File: src/rtl/pad_reader_multi.sv
// NES/SNES controller poller: drives a shared latch/pad_clk to NUM_PADS pads, shifts in
// their serial data and publishes registered button state with press/release edge pulses.
module pad_reader_multi #(
    parameter int unsigned NUM_PADS     = 2,
    parameter int unsigned NUM_BITS     = 8,
    parameter int unsigned LATCH_CYCLES = 600,
    parameter int unsigned HALF_CYCLES  = 300,
    parameter int unsigned POLL_CYCLES  = 833333
) (
    input  logic                         clk,
    input  logic                         reset,
    input  logic                         enable,
    input  logic [NUM_PADS-1:0]          data,
    output logic                         latch,
    output logic                         pad_clk,
    output logic [NUM_PADS*NUM_BITS-1:0] buttons,
    output logic [NUM_PADS*NUM_BITS-1:0] pressed,
    output logic [NUM_PADS*NUM_BITS-1:0] released,
    output logic                         valid
);

    localparam int unsigned PHASE_MAX = (LATCH_CYCLES > HALF_CYCLES) ? LATCH_CYCLES : HALF_CYCLES;
    localparam int unsigned CW = $clog2(PHASE_MAX + 1);
    localparam int unsigned IW = $clog2(NUM_BITS + 1);
    localparam int unsigned PW = $clog2(POLL_CYCLES + 1);

    localparam logic [CW-1:0] LATCH_LAST = CW'(LATCH_CYCLES - 1);
    localparam logic [CW-1:0] HALF_LAST  = CW'(HALF_CYCLES - 1);
    localparam logic [IW-1:0] BIT_LAST   = IW'(NUM_BITS - 1);
    localparam logic [PW-1:0] POLL_LAST  = PW'(POLL_CYCLES - 1);

    typedef enum logic [2:0] {IDLE, LATCH, LOW, HIGH, DONE, WAIT} state_t;

    state_t                        state;
    logic [CW-1:0]                 phase_cnt;
    logic [IW-1:0]                 bit_idx;
    logic [PW-1:0]                 poll_cnt;
    logic [NUM_PADS*NUM_BITS-1:0]  shift_flat;
    logic                          sample;
    logic                          poll_due;
    logic                          start;

    assign sample   = (state == LOW) && (phase_cnt == HALF_LAST);
    assign poll_due = (poll_cnt == POLL_LAST);
    // A new frame begins from IDLE immediately, or after DONE/WAIT once the poll period has elapsed.
    assign start    = enable && ((state == IDLE) ||
                                 (((state == DONE) || (state == WAIT)) && poll_due));

    // Each pad shifts in at the MSB, so after NUM_BITS samples the first bit sits at index 0.
    for (genvar p = 0; p < NUM_PADS; p++) begin : g_pad
        logic [NUM_BITS-1:0] sreg;

        always_ff @(posedge clk or posedge reset) begin
            if (reset) begin
                sreg <= '0;
            end else if (sample) begin
                sreg <= {~data[p], sreg[NUM_BITS-1:1]};
            end
        end

        assign shift_flat[p*NUM_BITS +: NUM_BITS] = sreg;
    end

    always_ff @(posedge clk or posedge reset) begin
        if (reset) begin
            state     <= IDLE;
            phase_cnt <= '0;
            bit_idx   <= '0;
            poll_cnt  <= '0;
            latch     <= 1'b0;
            pad_clk   <= 1'b0;
            buttons   <= '0;
            pressed   <= '0;
            released  <= '0;
            valid     <= 1'b0;
        end else begin
            pressed  <= '0;
            released <= '0;
            valid    <= 1'b0;

            if (!poll_due) begin
                poll_cnt <= poll_cnt + PW'(1);
            end

            if (state == DONE) begin
                buttons  <= shift_flat;
                pressed  <= shift_flat & ~buttons;
                released <= ~shift_flat & buttons;
                valid    <= 1'b1;
            end

            if (start) begin
                state     <= LATCH;
                latch     <= 1'b1;
                phase_cnt <= '0;
                poll_cnt  <= '0;
            end else begin
                case (state)
                    LATCH: begin
                        if (phase_cnt == LATCH_LAST) begin
                            state     <= LOW;
                            latch     <= 1'b0;
                            phase_cnt <= '0;
                            bit_idx   <= '0;
                        end else begin
                            phase_cnt <= phase_cnt + CW'(1);
                        end
                    end
                    LOW: begin
                        if (phase_cnt == HALF_LAST) begin
                            phase_cnt <= '0;
                            if (bit_idx == BIT_LAST) begin
                                state <= DONE;
                            end else begin
                                state   <= HIGH;
                                pad_clk <= 1'b1;
                            end
                        end else begin
                            phase_cnt <= phase_cnt + CW'(1);
                        end
                    end
                    HIGH: begin
                        if (phase_cnt == HALF_LAST) begin
                            state     <= LOW;
                            pad_clk   <= 1'b0;
                            phase_cnt <= '0;
                            bit_idx   <= bit_idx + IW'(1);
                        end else begin
                            phase_cnt <= phase_cnt + CW'(1);
                        end
                    end
                    DONE:    state <= enable ? WAIT : IDLE;
                    WAIT:    if (!enable) state <= IDLE;
                    default: state <= IDLE;
                endcase
            end
        end
    end

endmodule

File: config.mk
export PLATFORM = sky130hd
export DESIGN_NAME = pad_reader_multi
export DESIGN_NICKNAME = d
export VERILOG_FILES = /design/src/rtl/pad_reader_multi.sv
export SDC_FILE = /design/constraint.sdc
export NUM_CORES = 1
export LEC_CHECK = 0
export BUFFER_PORTS_ARGS = -buffer_cell sky130_fd_sc_hd__buf_4
export CORE_UTILIZATION = 54
export CTS_CLUSTER_DIAMETER = 150
export DETAILED_ROUTE_END_ITERATION = 10
export PLACE_DENSITY = 0.75
export SLEW_MARGIN = 20
export SYNTH_ARGS = -nofsm -noshare
export SYNTH_HDL_FRONTEND = slang
export SYNTH_SLANG_ARGS = --single-unit
File: constraint.sdc
create_clock -name clk -period 8.7 [get_ports clk]
set_clock_uncertainty 0.1 [all_clocks]
set_input_delay 1.74 -clock clk [delete_from_list [all_inputs] [get_ports clk]]
set_output_delay 1.74 -clock clk [all_outputs]
set_load 0.005 [all_outputs]
### Word level (Yosys, flattened, before mapping)

Cells that the tools add are included.

* $add $sub $neg: 3
* bitwise logic cells: 7
* eq/ne operators: 18
* mux-type cells: 27
* reductions and logical operators: 16

Operators with widths (count)
* 20-bit two-way mux: 2
* 16-bit AND: 2
* 16-bit two-way mux: 2
* 16-bit NOT: 2
* 10-bit two-way mux: 3
* 3-bit two-way mux: 7
* 20-bit by 1-bit adder with 20-bit output (second input constant): 1
* 20-bit equality test (second input constant): 1
* 10-bit one-hot mux with 2 select lines: 1
* 3-bit one-hot mux with 5 select lines: 1
* 10-bit by 1-bit adder with 10-bit output (second input constant): 1
* 10-bit equality test (second input constant): 1
* 10-bit by 9-bit equality test with 1-bit output (second input constant): 1
* 3-bit != test (second input constant): 3
* 4-bit two-way mux: 2
* 4-bit one-hot mux with 2 select lines: 1
* 4-bit AND reduction: 2
* 2-bit nonzero test: 4
* 1-bit two-way mux: 7
* 3-bit by 2-bit equality test with 1-bit output (second input constant): 2
* 3-bit equality test (second input constant): 2
* 2-bit != test (second input constant): 3
* 5-bit AND reduction: 1
* 4-bit by 1-bit adder with 4-bit output (second input constant): 1
* 12 further kinds: 18

* input port bits: 5
* register bits after elaboration: 104
* output and inout bits: 51
* logic and storage cells: 83

### Longest topological paths before layout

Gate-level depths: netlist of the first run.

* depth in word-level cells: 7
* gate-level depth with buffers: 9
* mapped depth without buffers: 7

### Least setup slack after synthesis of the first run

OpenSTA, ideal clock, no wires.

* path kind: input-to-reg
* start: input port enable
* end: register phase_cnt[5]
* arrival: 2.778 ns
* stages: 5
* path buffers: 0
* required time: 8.522 ns
* setup time: 0.078 ns
* path slack: 5.744 ns
* cells stage by stage: nand2b_1 -> nor3_1 -> a21oi_2 -> or4_1 -> a21oi_1

* longest elaborated chain between the ends: 2
* elaborated cells between the ends (all ways): 3
* those cells by class: 1 x mux; 2 x reduce/logical

Ends and longest elaborated chain
* start: declaration: line 12 `input logic enable,`
* 1-bit logical AND *: line 46 `assign start = enable && ((state == IDLE) ||`
* 3-bit nonzero test (no source line) / 10-bit two-way mux (equally long branches)
* end signal: assignment: line 106 `phase_cnt <= phase_cnt + CW'(1);`
* end signal: assignment: line 119 `phase_cnt <= phase_cnt + CW'(1);`
* end signal: assignment: line 129 `phase_cnt <= phase_cnt + CW'(1);`
* end: declaration: line 35 `logic [CW-1:0] phase_cnt;`

Mark *: on every way between the ends. The rest lies on a longest branch, timed or not.
A chain may end at the register's enable or synchronous reset.

### Worst setup path in the final report of the first run

* start: input port enable
* end: register phase_cnt[8]

Same word-level chain as after synthesis.

==> flow_summary.yaml, run 1 <==
outcome:
  status: "finished clean"
global_route:
  grt_pass1_wl_mm: 15.01
  grt_use_met2_pct: 34.25
  antenna_found_initial: 0
  busiest_layer: "met2"
  grt_pass1_vias: 3047
  gr-total-overflow: 0
  grt_max_degree: 59
  met3_usage_pct: 3.821
  grt_usage_pct: 22.52
  grtUsageMet1_pct: 32.21
synth:
  yosysTopAreaCellShare_pct: 58.17
  synth_area_leaders: "dfrtp_1, nand2_1, nor3b_1"
  yosysTopAreaCell: "dfrtp_1"
  syn_area_mm2: 0.004474
  yosys_register_bits: 104
  async_flop_share_pct: 100.0
  synth_warnings: 0
  synth_cells: 421
  synth.top_cells.by_count: "dfrtp_1, nand2_1, nor3b_1, nor2_1, nand3_1"
  synth_ff_type: "dfrtp_1"
  yosysSeqAreaShare_pct: 58.17
  avgSynthCellArea_um2: 10.63
  synth-edff-count: 0
  synth.most_common_cell: "dfrtp_1"
  synth_nets: 430
  ys_types: 49
hold_path:
  holdPathStages: 1
  hold_path.class: "reg2reg"
worst_setup_path:
  reg2reg_depth: 6
  crit_path_max_fanout: 23
  start_kind: "input pin"
  path_class: "in2reg"
  cp-end-kind: "register"
  crit_arrival_ns: 3.17
  required_ns: 8.89
clocking:
  cts.hold.buffers_added: 0
  cts_tree: "yes"
  cts.clk_slew.worst_paths_ns: 0.11
  cts_root_buf: "clkbuf_8"
  cts.repair.resized: 0
  clock_latency_ns: 0.37
  cts_sinks: 104
  cts_max_level: 3
  clock_path_buffers: 2
  postCtsSetupBuffers: 0
  cts_inserted_buffers: 9
route:
  routed_wl_mm: 8.781
  vias: 3256
  dr.pass1.iters: 4
  antenna_left: 0
  wl_per_cell_um: 15.24
  drt_iter0_drc: 199
  avgViaCountPerCell: 5.653
  drc: 0
power:
  power_leakage_nw: 2.452
  peakVddDrop_mv: 0.1111
  p_int_mw: 0.7078
  combPwrFrac_pct: 18.8
  clkPwrFrac_pct: 27.1
  p_total_mw: 1.063
  pwr-share-seq_pct: 54.1
  powerDensity_mw_per_mm2: 206.9
  p_sw_mw: 0.3551
  p_sw_share_pct: 33.41
sta:
  relSlewSlack_pct: 42.91
  timing.fmax_ghz: 0.3355
  final_max_slew_viol_count: 0
  hold_violations: 0
  finalSetupTns_ns: 0
  fin_crit_ns: 2.981
  post-route-period-util_pct: 34.26
  tightest_slew_ns: 0.8563
  setup-violations-final: 0
  rsz0062_at_grt: "false"
placed_design:
  numPortBuffers: 55
  hpwl_mm: 5.831
  place.gp.congestion: 0.8208
  place_area_mm2: 0.004951
run:
  cap_violations: 0
die:
  rows: 32
  core_mm2: 0.007888
  die_area_mm2: 0.008654
  die_y_um: 93.03
  start_util_pct: 56.73
  num_io_pins: 56
  die_w_um: 93.03
cells_and_area:
  fill_cells: 629
  finalNetCount: 478
  drive_gt1_share_pct: 19.62
  diodes: 0
  final_area_mm2: 0.005136
  syn_to_final_growth_pct: 14.79
-- through the flow --
step | setup WS [ns] | hold WS (ns) | std cells | util (%)
2_1_floorplan | 4.128 | 0.3381 | 421 | -
3_3_place_gp | 5.396 | 0.3594 | 560 | 62.77
3_5_place_dp | 5.348 | 0.3641 | 560 | 62.77
4_1_cts | 5.737 | 0.3796 | 576 | 65.12
5_1_grt | 5.654 | 0.3946 | 576 | 65.12
6_report | 5.719 | 0.3809 | 576 | 65.12
-- cell families (layout without fill, tap and decap cells) --
group | after synthesis | after routing | share of synthesized area, %
adders and majority gates | 4 | 4 | 1.119
muxes | 16 | 16 | 3.999
xor gates and xnor gates | 16 | 16 | 3.132
AOI/OAI and AO/OA | 49 | 49 | 6.712
buffers and inverters | 31 | 84 | 2.741
and+or+nand+nor | 201 | 201 | 24.13
DFF | 104 | 104 | 58.17
-- worst paths after layout --
| path | to | slack, ns | from |
|---|---|---|---|
| setup / recovery | phase_cnt[8] | 5.72 | enable |
| hold / removal | released[8] | 0.38 | g_pad[1].sreg[0] |
| setup reg to reg | phase_cnt[8] | 6.19 | phase_cnt[0] |
| hold reg to reg | released[8] | 0.38 | g_pad[1].sreg[0] |
| max in group asynchronous | buttons[2] | 6.05 | reset |
| min in group asynchronous | latch | 1.33 | reset |
-- critical path, cell delays in order --
cell and delay [ns]:
buf_4 0.12, nand2b_1 0.13, nor2_1 0.07, a31o_2 0.41, or3_1 0.53, a21oi_1 0.16
-- state kept, by name, summed over array words and instances (netlist names) --
signal      count
poll_cnt       20
buttons        16
g_pad.sreg     16
pressed        16
released       16
phase_cnt      10
bit_idx         4
state           3
latch           1
pad_clk         1
valid           1
-- cell type report --
type                       instances  area, um^2  area share, %
clock inverter                     6       57.56          1.121
inverter                          11       43.79         0.8526
timing repair buffer              57       427.9          8.331
tap                              102       127.6          2.485
multi-input combinational        286        1749          34.06
clock buffer                      10       127.6          2.485
sequential                       104        2603          50.67
-- power by group through the flow --
stage	logic [mW]	clock network, mW	registers (mW)
after floorplan	0.170	0	0.557
after global placement	0.191	0	0.582
after detailed placement	0.199	0	0.584
after CTS	0.201	0.296	0.574
after global routing	0.226	0.317	0.586
final	0.200	0.288	0.575
-- layout by cell type (no fill, tap or decap), drive strengths merged, types with 2 or more instances in the layout --
| cell type | n |
|---|---|
| nor2 | 26 |
| xor2 | 8 |
| and4b | 2 |
| and3 | 3 |
| or3 | 9 |
| a21boi | 2 |
| clkinv | 2 |
| nand4 | 3 |
| nand3b | 2 |
| nand2b | 6 |
| or4 | 5 |
| mux2 | 15 |
| inv | 15 |
| ha | 4 |
| o21a | 2 |
| nor3 | 12 |
| o31ai | 4 |
| nor2b | 2 |
| xnor2 | 8 |
| a21oi | 17 |
| nor3b | 32 |
| or4b | 2 |
| buf | 57 |
| o21ai | 15 |
| clkbuf | 10 |
| dfrtp | 104 |
| nand4bb | 2 |
| nand3 | 19 |
| nand2 | 69 |
| nand4b | 2 |
-- metal layers --
layer | up-vias | wire length, um
met3 | 13 | 366
met2 | 79 | 4235
met4 | 0 | 152
met5 | - | 0
li1 | 1555 | -
met1 | 1609 | 4027
Power figures use the tool's default switching activity.
==> run 2, diff against run 1 <==
==> constraint.sdc (replaced) <==
create_clock -name clk -period 3.1 [get_ports clk]
set_clock_uncertainty 0.1 [all_clocks]
set_input_delay 0.62 -clock clk [delete_from_list [all_inputs] [get_ports clk]]
set_output_delay 0.62 -clock clk [all_outputs]
set_load 0.005 [all_outputs]
==> flow_summary.yaml, run 2 (same netlist as run 1, synthesis figures left out) <==
outcome:
  status: "finished clean"
route:
  drt_iter0_drc: 161
  routed_wl_mm: 8.562
  wl_per_cell_um: 14.81
  drc: 0
  avgViaCountPerCell: 5.585
  dr.pass1.iters: 4
  antenna_left: 0
  vias: 3228
sta:
  setup-violations-final: 0
  finalSetupTns_ns: 0
  setup_slack_ns: 0.6801
  relSlewSlack_pct: 43.35
  fin_crit_ns: 2.420
  hold_violations: 0
  post-route-period-util_pct: 78.06
  tightest_slew_ns: 0.8498
  timing.fmax_ghz: 0.4132
  rsz0062_at_grt: "false"
  final_max_slew_viol_count: 0
placed_design:
  dp_slack_ns: 0.7094
  hpwl_mm: 5.868
  dp_cells: 562
  place.gp.congestion: 0.8619
  numPortBuffers: 55
global_route:
  antenna_found_initial: 0
  grt_pass1_wl_mm: 14.92
  grt_pass1_vias: 3178
  grt_max_degree: 58
  gr-total-overflow: 0
  grt_usage_pct: 22.02
worst_setup_path:
  crit_chain: "ha_1 -> and4b_1 -> and4b_1 -> nand2b_1 -> mux2_2"
  path_class: "reg2reg"
  cp.buffers_inverters: 0
  cp-end-kind: "register"
  crit_cells: 5
  crit_path_max_fanout: 18
  reg2reg_depth: 5
  required_ns: 3.25
  crit_family: "simple AND/OR/NAND/NOR gates"
  critPathSlowestCell: "nand2b_1"
  cp_slowest_stage_delay_ns: 0.64
  crit_arrival_ns: 2.57
  crit_top_cell: "and4b_1"
  start_kind: "register"
cells_and_area:
  syn_to_final_growth_pct: 15.49
  fin_cells: 578
  drive_gt1_share_pct: 19.96
  largest_register_ffs: 20
  seqCellArea_mm2: 0.002603
  regMostFlops: "poll_cnt"
  final_common_cell: "dfrtp_1"
  multi_input_area_mm2: 0.001749
  final_cell_mix: "dfrtp_1, nand2_1, buf_4, nor3b_1, nor2_1"
  diodes: 0
  finalNetCount: 480
  fill_cells: 640
clocking:
  clock_path_buffers: 2
  postCtsSetupBuffers: 0
  cts_sinks: 104
  cts_max_level: 3
  cts.clk_slew.worst_paths_ns: 0.11
  cts_tree: "yes"
  clock_latency_ns: 0.37
  cts_root_buf: "clkbuf_8"
  cts_inserted_buffers: 9
  cts.repair.resized: 0
  cts.hold.buffers_added: 0
power:
  powerDensity_mw_per_mm2: 578.6
  peakVddDrop_mv: 0.3316
  p_total_mw: 2.990
  power_leakage_nw: 2.464
die:
  num_io_pins: 56
  core_mm2: 0.007888
  die_y_um: 93.03
  die_w_um: 93.03
  die_area_mm2: 0.008654
  rows: 32
  start_util_pct: 56.73
hold_path:
  hold_path.class: "in2async"
run:
  cap_violations: 0
run 2: report_power, final:
group | total, mW | switching, mW | internal [mW] | leakage, nW
sequential | 1.62 | 0.160 | 1.46 | 1.42
clock | 0.810 | 0.493 | 0.317 | 0.0972
combinational | 0.564 | 0.339 | 0.225 | 0.950
total | 2.99 | 0.992 | 2.00 | 2.46
run 2: per-layer routing:
| metal | global-route usage (%) | up-vias | share of wire (%) |
|---|---|---|---|
| met5 | 0 | - | 0 |
| li1 | - | 1554 | - |
| met4 | 6.410 | 0 | 1.4 |
| met3 | 4.228 | 11 | 3.3 |
| met2 | 36.09 | 64 | 50 |
| met1 | 30.02 | 1599 | 45 |
run 2: final timing paths:
path | startpoint | endpoint | slack (ns)
worst max-delay path | phase_cnt[0] | g_pad[0].sreg[0] | 0.68
worst min-delay path | reset | released[11] | 0.25
worst max register to register | phase_cnt[0] | g_pad[0].sreg[0] | 0.68
worst min register to register | buttons[12] | pressed[12] | 0.39
max in group asynchronous | reset | pad_clk | 1.95
min in group clk | data[1] | g_pad[1].sreg[7] | 0.33
run 2: layout make-up:
| cell class | instances | share of cell area (%) |
|---|---|---|
| sequential | 104 | 50.36 |
| multi-input combinational | 286 | 33.85 |
| timing repair buffer | 59 | 8.814 |
| clock buffer | 10 | 2.470 |
| tap | 102 | 2.470 |
| clock inverter | 6 | 1.162 |
| inverter | 11 | 0.8717 |
run 2: through the flow:
| stage | cell area (um^2) | hold slack, ns | utilization (%) |
|---|---|---|---|
| finish | 5167 | 0.2486 | 65.51 |
| global route | 5167 | 0.2961 | 65.51 |
| CTS | 5167 | 0.2752 | 65.51 |
| detailed placement | 4980 | 0.3677 | 63.13 |
| global placement | 4980 | 0.3735 | 63.13 |
| floorplan | 4478 | 0.3381 | - |
